[config.mk]
export PLATFORM = sky130hd
export DESIGN_NAME = i2c_target_regfile
export DESIGN_NICKNAME = d
export VERILOG_FILES = /design/src/rtl/i2c_pkg.sv /design/src/rtl/i2c_line_sync.sv /design/src/rtl/i2c_target_regfile.sv
export SDC_FILE = /design/constraint.sdc
export NUM_CORES = 1
export LEC_CHECK = 0
export ABC_AREA = 1
export BUFFER_PORTS_ARGS = -buffer_cell sky130_fd_sc_hd__buf_2
export CORE_MARGIN = 5
export CORE_UTILIZATION = 31
export DETAILED_ROUTE_END_ITERATION = 7
export PLACE_DENSITY = 0.49
export SETUP_SLACK_MARGIN = 0.2
export SYNTH_ARGS = -nofsm -noshare
export SYNTH_HDL_FRONTEND = slang
export SYNTH_SLANG_ARGS = --single-unit
[constraint.sdc]
create_clock -name clk -period 9.77 [get_ports clk]
set_clock_uncertainty 0.1 [all_clocks]
set_input_delay 1.954 -clock clk [delete_from_list [all_inputs] [get_ports clk]]
set_output_delay 1.954 -clock clk [all_outputs]
set_load 0.05 [all_outputs]
[src/rtl/i2c_pkg.sv]
// Shared I2C definitions: FSM state encoding and bus-level constants used by master and target.
package i2c_pkg;

  typedef enum logic [3:0] {
    StIdle,
    StAddr,
    StAddrAck,
    StRegPtr,
    StPtrAck,
    StWrData,
    StWrAck,
    StRdData,
    StRdAck,
    StIgnore
  } i2c_state_e;

  localparam logic I2C_RW_WRITE = 1'b0;
  localparam logic I2C_RW_READ  = 1'b1;
  localparam logic I2C_ACK      = 1'b0;
  localparam logic I2C_NACK     = 1'b1;

endpackage

[src/rtl/i2c_line_sync.sv]
// Two-flop synchroniser for SCL/SDA plus edge and START/STOP detection on the synced lines.
module i2c_line_sync (
  input  logic clk,
  input  logic rst,
  input  logic scl_i,
  input  logic sda_i,
  output logic scl_rise,
  output logic scl_fall,
  output logic start_det,
  output logic stop_det,
  output logic sda_s
);

  logic [1:0] scl_ff;
  logic [1:0] sda_ff;
  logic       scl_q;
  logic       sda_q;
  logic       scl_s;

  // Idle bus is high, so reset the chain to 1 to avoid spurious edges.
  always_ff @(posedge clk or posedge rst) begin
    if (rst) begin
      scl_ff <= 2'b11;
      sda_ff <= 2'b11;
      scl_q  <= 1'b1;
      sda_q  <= 1'b1;
    end else begin
      scl_ff <= {scl_ff[0], scl_i};
      sda_ff <= {sda_ff[0], sda_i};
      scl_q  <= scl_ff[1];
      sda_q  <= sda_ff[1];
    end
  end

  assign scl_s     = scl_ff[1];
  assign sda_s     = sda_ff[1];
  assign scl_rise  = scl_s & ~scl_q;
  assign scl_fall  = ~scl_s & scl_q;
  assign start_det = scl_s & scl_q & sda_q & ~sda_s;
  assign stop_det  = scl_s & scl_q & ~sda_q & sda_s;

endmodule

[src/rtl/i2c_target_regfile.sv]
// I2C target with a byte register file: pointer write, auto-incrementing reads and bus writes.
module i2c_target_regfile
  import i2c_pkg::*;
#(
  parameter logic [6:0]  DEV_ADDR = 7'h29,
  parameter int unsigned REG_AW   = 5
) (
  input  logic              clk,
  input  logic              rst,
  input  logic              scl_i,
  input  logic              sda_i,
  output logic              sda_oe,
  input  logic              loc_we,
  input  logic [REG_AW-1:0] loc_addr,
  input  logic [7:0]        loc_wdata,
  output logic              bus_wr_stb,
  output logic [REG_AW-1:0] bus_wr_adr,
  output logic [7:0]        bus_wr_dat,
  output logic              busy
);

  localparam int unsigned Depth = 2 ** REG_AW;

  logic              scl_rise, scl_fall, start_det, stop_det, sda_s;
  i2c_state_e        state;
  logic [2:0]        bit_cnt;
  logic [7:0]        shreg;
  logic [REG_AW-1:0] ptr;
  logic              ack_phase;
  logic              rw;
  logic [7:0]        regs [Depth];
  logic [7:0]        rx_byte;
  logic [7:0]        rd_byte;
  logic              bus_we;

  i2c_line_sync u_sync (
    .clk       (clk),
    .rst       (rst),
    .scl_i     (scl_i),
    .sda_i     (sda_i),
    .scl_rise  (scl_rise),
    .scl_fall  (scl_fall),
    .start_det (start_det),
    .stop_det  (stop_det),
    .sda_s     (sda_s)
  );

  assign rx_byte = {shreg[6:0], sda_s};
  assign rd_byte = regs[ptr];
  assign bus_we  = (state == StWrData) && scl_rise && (bit_cnt == 3'd7);

  // Bus write wins over a local write to the same address in the same cycle.
  always_ff @(posedge clk or posedge rst) begin
    if (rst) begin
      for (int i = 0; i < Depth; i++) regs[i] <= '0;
    end else begin
      if (loc_we && !(bus_we && (loc_addr == ptr))) regs[loc_addr] <= loc_wdata;
      if (bus_we) regs[ptr] <= rx_byte;
    end
  end

  // ack_phase marks that the 9th SCL rise has been seen, so the next fall ends the ACK slot.
  always_ff @(posedge clk or posedge rst) begin
    if (rst) begin
      state      <= StIdle;
      bit_cnt    <= '0;
      shreg      <= '0;
      ptr        <= '0;
      ack_phase  <= 1'b0;
      rw         <= I2C_RW_WRITE;
      sda_oe     <= 1'b0;
      busy       <= 1'b0;
      bus_wr_stb <= 1'b0;
      bus_wr_adr <= '0;
      bus_wr_dat <= '0;
    end else begin
      bus_wr_stb <= 1'b0;
      if (stop_det) begin
        state     <= StIdle;
        sda_oe    <= 1'b0;
        busy      <= 1'b0;
        ack_phase <= 1'b0;
      end else if (start_det) begin
        state     <= StAddr;
        bit_cnt   <= '0;
        sda_oe    <= 1'b0;
        ack_phase <= 1'b0;
      end else begin
        unique case (state)
          StIdle, StIgnore: ;
          StAddr: if (scl_rise) begin
            shreg   <= rx_byte;
            bit_cnt <= bit_cnt + 3'd1;
            if (bit_cnt == 3'd7) begin
              if (rx_byte[7:1] == DEV_ADDR) begin
                state <= StAddrAck;
                busy  <= 1'b1;
                rw    <= rx_byte[0];
              end else begin
                state <= StIgnore;
                busy  <= 1'b0;
              end
            end
          end
          StAddrAck, StPtrAck, StWrAck: begin
            if (scl_rise) ack_phase <= 1'b1;
            if (scl_fall) begin
              if (!ack_phase) begin
                sda_oe <= 1'b1;
              end else begin
                ack_phase <= 1'b0;
                bit_cnt   <= '0;
                if (state == StAddrAck && rw == I2C_RW_READ) begin
                  shreg  <= rd_byte;
                  sda_oe <= ~rd_byte[7];
                  ptr    <= ptr + 1'b1;
                  state  <= StRdData;
                end else begin
                  sda_oe <= 1'b0;
                  state  <= (state == StAddrAck) ? StRegPtr : StWrData;
                end
              end
            end
          end
          StRegPtr: if (scl_rise) begin
            shreg   <= rx_byte;
            bit_cnt <= bit_cnt + 3'd1;
            if (bit_cnt == 3'd7) begin
              ptr   <= rx_byte[REG_AW-1:0];
              state <= StPtrAck;
            end
          end
          StWrData: if (scl_rise) begin
            shreg   <= rx_byte;
            bit_cnt <= bit_cnt + 3'd1;
            if (bit_cnt == 3'd7) begin
              bus_wr_stb <= 1'b1;
              bus_wr_adr <= ptr;
              bus_wr_dat <= rx_byte;
              ptr        <= ptr + 1'b1;
              state      <= StWrAck;
            end
          end
          StRdData: begin
            if (scl_rise) begin
              bit_cnt <= bit_cnt + 3'd1;
              if (bit_cnt == 3'd7) state <= StRdAck;
            end
            if (scl_fall) begin
              shreg  <= {shreg[6:0], 1'b0};
              sda_oe <= ~shreg[6];
            end
          end
          StRdAck: begin
            if (scl_rise) begin
              if (sda_s == I2C_NACK) begin
                state <= StIgnore;
                busy  <= 1'b0;
              end else begin
                ack_phase <= 1'b1;
              end
            end
            if (scl_fall) begin
              if (!ack_phase) begin
                sda_oe <= 1'b0;
              end else begin
                ack_phase <= 1'b0;
                bit_cnt   <= '0;
                shreg     <= rd_byte;
                sda_oe    <= ~rd_byte[7];
                ptr       <= ptr + 1'b1;
                state     <= StRdData;
              end
            end
          end
          default: state <= StIdle;
        endcase
      end
    end
  end

endmodule

Yosys cells after proc, flatten, opt, wreduce, memory -nomap -nowiden. Index checks and enable logic that the tools add are counted.

Register bits: 299. Input port bits: 18. Output and inout bits: 16. Logic and storage cells: 228.

$add $sub $neg: 2. Magnitude comparators: 4. Equal/unequal tests: 44. Multiplexer cells: 86. Bitwise logic cells: 17. Reductions and logical operators: 28.

Operator list (count): bitwise mux 256 bit (2); two-way mux 256 bit (2); demux 8 bit (select 5 bit) (2); two-way mux 4 bit (17); two-way mux 7 bit (7); two-way mux 5 bit (9); != test 4 bit (second input constant) (11); binary-select mux 8 bit (select 5 bit) (1); two-way mux 8 bit (4); two-way mux 1 bit (29); case mux 4 bit (7 select lines) (1); case mux 7 bit (4 select lines) (1); case mux 5 bit (4 select lines) (1); two-way mux 3 bit (6); != test 2 bit (second input constant) (9); == test 4 x 3 -> 1 bit (second input constant) (4); greater-or-equal comparator 6 bit (second input constant) (2); less-than comparator 6 x 1 -> 1 bit (second input constant) (2); != test 3 bit (second input constant) (4); inverter 5 -> 6 bit (2); AND reduction 12 bit (1); AND reduction 6 bit (2); nonzero test 4 bit (3); AND reduction 11 bit (1); other kinds (28) (58).

Longest topological paths before layout.
Depth after elaboration: 11. Gate-level depth with buffers: 15. Mapped depth without buffers: 14.

By module. From an unflattened synthesis, not the netlist that was laid out.

Cells, all modules: 3264. Area total of the unflattened synthesis: 20180.6 um^2.

Modules (own cells, without submodules): i2c_target_regfile (times used 1, cells each 3246, area each 19977.9 um^2, seq. area each 7332.0 um^2); i2c_line_sync (times used 1, cells each 18, area each 202.7 um^2, seq. area each 157.7 um^2).

Least setup slack after synthesis. Ideal clock, no wire load.

Kind: input to register. Start: in loc_addr[2]. End: reg regs[254] in the netlist's numbering. Setup time: 0.118 ns. Arrival time: 3.156 ns. Required time: 9.552 ns. Slack: 6.396 ns. Stages: 13. Buffers on the path: 2. Cell sequence: buf_2 inv_2 nand2_1 nand2_1 nand2_1 nor2_1 nand2_2 nand2_4 nor2_4 clkbuf_1 nand3_1 nand3_1 nand2_1.

Longest elaborated chain between the ends: 9. Elaborated cells on any way between the ends: 14. Those cells by class: order compare: 2; eq/ne: 1; mux: 6; bitwise: 1; reduce/logical: 4.

Ends and longest elaborated chain: start: declaration (line i2c_target_regfile.sv:14) `input logic [REG_AW-1:0] loc_addr,`; inverter 5 -> 6 bit (implied by the code) (line i2c_target_regfile.sv:57) `if (loc_we && !(bus_we && (loc_addr == ptr))) regs[loc_addr] <= loc_wdata;`; greater-or-equal comparator 6 bit (implied by the code) or less-than comparator 6 x 1 -> 1 bit (tied branches) (line i2c_target_regfile.sv:57); logical AND 1 bit (implied by the code) (line i2c_target_regfile.sv:57); two-way mux 8 bit (implied by the code) (line i2c_target_regfile.sv:57); demux 8 bit (select 5 bit) (line i2c_target_regfile.sv:57); bitwise mux 256 bit (line i2c_target_regfile.sv:57); two-way mux 256 bit (*) (line i2c_target_regfile.sv:57); bitwise mux 256 bit (line i2c_target_regfile.sv:58) `if (bus_we) regs[ptr] <= rx_byte;`; two-way mux 256 bit (*) (line i2c_target_regfile.sv:58); end signal: indexed assignment (line i2c_target_regfile.sv:57); end signal: indexed assignment (line i2c_target_regfile.sv:58); end: declaration (line i2c_target_regfile.sv:31) `logic [7:0] regs [Depth];`.

Every way passes the cells marked *; elsewhere a longest branch is shown, timed or not. A chain may end at the register's enable or synchronous reset.

Worst setup path in the final report.
Start: in loc_we. End: reg regs[40] in the netlist's numbering.

Longest elaborated chain between the ends: 4.

Ends and longest elaborated chain: start: declaration (line i2c_target_regfile.sv:13) `input logic loc_we,`; logical AND 1 bit (*) (line i2c_target_regfile.sv:57); two-way mux 256 bit (*) (line i2c_target_regfile.sv:57); bitwise mux 256 bit (line i2c_target_regfile.sv:58); two-way mux 256 bit (*) (line i2c_target_regfile.sv:58).

Marked as above.

==> impl_metrics.py <==
metrics = {
    "sta": {
        "maxSlewHeadroom_pct": 19.0,
        "tightest_slew_ns": 1.21,
        "hold_viol": 0,
        "fin_crit_sh_pct": 47.6,
        "setup_viol": 0,
        "post-route-min-period_ns": 4.65,
        "grt_setup_unrepaired": "false",
        "slew_violations": 0,
        "max_freq_mhz": 215,
        "hold_ws_ns": 0.256,
        "setup_tns_ns": 0,
    },
    "yosys": {
        "synth_fa_ha_area_share_pct": 0.381,
        "synth_cell_types": 32,
        "synthMuxAreaShare_pct": 0,
        "synth_area_sq_mm": 0.0197,
        "synth_compound_area_share_pct": 13.0,
        "synth-edff-count": 0,
        "ys_ff_latch": 299,
        "synth_top_family_by_area": "simple AND/OR/NAND/NOR gates",
        "yosys.area.top_type": "dfrtp_1",
        "syn_area_per_cell_sq_um": 6.33,
        "yosys_warnings": 0,
        "synthSimpleGateAreaFrac_pct": 37.5,
        "netlist.area_leader.share_pct": 37.2,
        "synthArstFlopShare_pct": 100,
        "synth_nets": 3133,
        "ys.flop_type": "dfrtp_1",
        "synthTopCellsByArea": "dfrtp_1 (37%), nand2_1 (23%), nand3_1 (9.9%)",
        "synthXorXnorAreaFrac_pct": 0.133,
        "synthCells": 3109,
        "ys_seq_area_share_pct": 38.0,
    },
    "finish": {
        "num-fill-cells": 6909,
        "nets": 3057,
        "area_growth_pct": 10.2,
        "drive_above_1_share_pct": 6.37,
        "final_util_pct": 34.5,
    },
    "clock_tree": {
        "clockBufferDepth": 3,
        "insertion_delay_ns": 0.57,
        "cts-hold-fix-buffers": 0,
        "cts_setup_buffers": 0,
        "cts_buffers": 40,
        "htree_levels": 2,
        "cts.sinks": 299,
        "cts_resized": 0,
        "cts_tree": "built",
        "root_buffer": "clkbuf_16",
        "path_clk_slew_ns": 0.06,
    },
    "floorplanning": {
        "core-area_sq_mm": 0.0630,
        "dieArea_sq_mm": 0.0687,
        "die_h_microns": 262,
        "row_count": 92,
        "ioPinCount": 34,
        "start_util_pct": 31.3,
        "fp.dieW_microns": 262,
    },
    "power": {
        "p_sw_share_pct": 37.7,
        "ir_drop_uv": 100,
        "clockPowerShare_pct": 35.5,
        "p_int_uw": 2600,
        "p_comb_share_pct": 26.1,
        "switchingPower_uw": 1570,
        "p_leak_uw": 0.0113,
        "pwr-share-seq_pct": 38.5,
        "power_density_mw_per_mm2": 192,
    },
    "grt": {
        "grt_pass1_wl_microns": 127000,
        "grt_usage_pct": 24.4,
        "grt_overflow_total": 0,
        "grt_pass1_vias": 19100,
        "antenna_found_initial": 0,
        "grt_max_degree": 158,
    },
    "route": {
        "ant_nets": 0,
        "via_per_inst": 5.37,
        "wl_met3_microns": 7090,
        "routed_wl_microns": 86200,
        "firstDrtPassIters": 6,
        "top_layer": "met4",
        "drc": 0,
        "wl_met2_microns": 37700,
        "drtIter0Drc": 2678,
        "drt-met1-wl_microns": 37500,
        "num_vias": 21000,
        "avgRoutedWirePerCell_microns": 22.0,
    },
    "run_status": {
        "run_status": "finished clean",
    },
    "critical_path": {
        "crit_path_start_kind": "primary input",
        "crit_type": "primary input to flop",
        "endpoint_kind": "flop",
        "critPathMaxFanout": 53,
        "crit_arrival_ns": 5.00,
        "cp.required_ns": 10.12,
    },
    "place": {
        "hpwl_microns": 52600,
        "gp_congestion": 0.914,
        "numPortBuffers": 33,
    },
    "min_path": {
        "hold_path.class": "flop to flop",
    },
    "run": {
        "maxCapViolations": 0,
    },
}
[worst max-delay path, cell delays in order]
cell and delay (ns):
buf_2 0.08, buf_4 0.38, nand2_4 0.42, buf_4 0.52
nor2_2 0.78, buf_4 0.47, nand3_1 0.12, nand3_1 0.11
nand2_1 0.07
[worst paths after layout]
check / startpoint / end / slack, ns / depth (start not counted)
setup / recovery: loc_we / regs[40]$_DFF_PP0_ / 5.12 / 9
hold / removal: u_sync.scl_ff[0]$_DFF_PP1_ / u_sync.scl_ff[1]$_DFF_PP1_ / 0.26 / 0
setup reg to reg: bit_cnt[0]$_DFFE_PP0P_ / regs[40]$_DFF_PP0_ / 5.38 / 15
hold reg to reg: u_sync.scl_ff[0]$_DFF_PP1_ / u_sync.scl_ff[1]$_DFF_PP1_ / 0.26 / 0
max in group asynchronous: rst / regs[104]$_DFF_PP0_ / 6.52 / 4
min in group asynchronous: rst / regs[147]$_DFF_PP0_ / 1.58 / 3
[per-stage QoR]
step	setup slack [ns]	cells	total power, uW	instance area, sq um
floorplan	3.75	3109	2240	19700
global placement	4.67	3837	2660	20400
detailed placement	4.66	3837	2680	20400
CTS	5.25	3908	4160	21700
global route	4.99	3908	4350	21700
finish	5.12	3909	4170	21700
[sequential cells by signal (all words and copies together) (netlist names)]
signal	cells
busy	1
u_sync.sda_ff	2
rw	1
ptr	5
regs	256
u_sync.scl_q	1
ack_phase	1
shreg	7
bus_wr_dat	8
sda_oe	1
bit_cnt	3
u_sync.sda_q	1
bus_wr_adr	5
state	4
bus_wr_stb	1
u_sync.scl_ff	2
[cells by family after synthesis]
family                     after synthesis
and+or+nand+nor                       1768
buffers and inverters                  539
AOI/OAI and AO/OA                      494
DFF                                    299
adders and majority gates                6
xor gates and xnor gates                 3
[cell type report]
type                       count  area, sq um  share of cell area, %
timing repair buffer          75          505                   2.33
multi-input combinational   2271        10100                   46.4
clock buffer                  63         1230                   5.66
sequential                   299         7500                   34.5
clock inverter                 8         47.5                  0.219
antenna                        1         2.50                 0.0115
inverter                     346         1310                   6.01
tap                          846         1060                   4.88
[cells in the final DEF (no fill, tap or decap), types with 8 or more instances in the layout]
cell | netlist | layout
inv_2 | 13 | 13
nand4_1 | 24 | 24
o22ai_1 | 9 | 9
a21oi_1 | 98 | 98
inv_1 | 327 | 325
o21ai_0 | 290 | 290
o211ai_1 | 26 | 26
nor2_2 | 10 | 12
dfrtp_1 | 293 | 291
buf_4 | 8 | 40
nor2_1 | 101 | 97
nand3_1 | 389 | 389
clkbuf_8 | 0 | 12
nand4_2 | 8 | 8
o21ai_1 | 69 | 69
clkbuf_16 | 0 | 41
buf_2 | 40 | 33
nand2_1 | 1213 | 1213
clkbuf_1 | 124 | 10
nor2_4 | 9 | 11
[cells in the mapped netlist, types with 2 or more instances]
| master | count |
|---|---|
| nand2_1 | 1213 |
| nand3_1 | 389 |
| inv_1 | 327 |
| dfrtp_1 | 293 |
| o21ai_0 | 290 |
| clkbuf_1 | 124 |
| nor2_1 | 101 |
| a21oi_1 | 98 |
| o21ai_1 | 69 |
| buf_2 | 40 |
| o211ai_1 | 26 |
| nand4_1 | 24 |
| buf_1 | 13 |
| inv_2 | 13 |
| nor2_2 | 10 |
| nor2_4 | 9 |
| o22ai_1 | 9 |
| buf_4 | 8 |
| buf_6 | 8 |
| nand4_2 | 8 |
| clkinv_1 | 6 |
| dfstp_2 | 6 |
| ha_1 | 6 |
| nor3_1 | 5 |
| nand3b_1 | 4 |
| nand2_2 | 3 |
| xor2_1 | 2 |
[power by group through the flow]
stage	Clock, uW	Combinational [uW]	Sequential (uW)
final	1480	1090	1600
after global routing	1550	1190	1620
after CTS	1490	1070	1600
after detailed placement	0	1060	1620
after global placement	0	1040	1610
after floorplan	0	686	1560
[routing by layer]
| metal | up-vias | global-route usage [%] |
|---|---|---|
| met1 | 10100 | 34.7 |
| met2 | 985 | 37.3 |
| met4 | 0 | 9.92 |
| li1 | 9736 | - |
| met3 | 201 | 3.47 |
| met5 | - | 0 |
(Power assumes the default switching activity.)
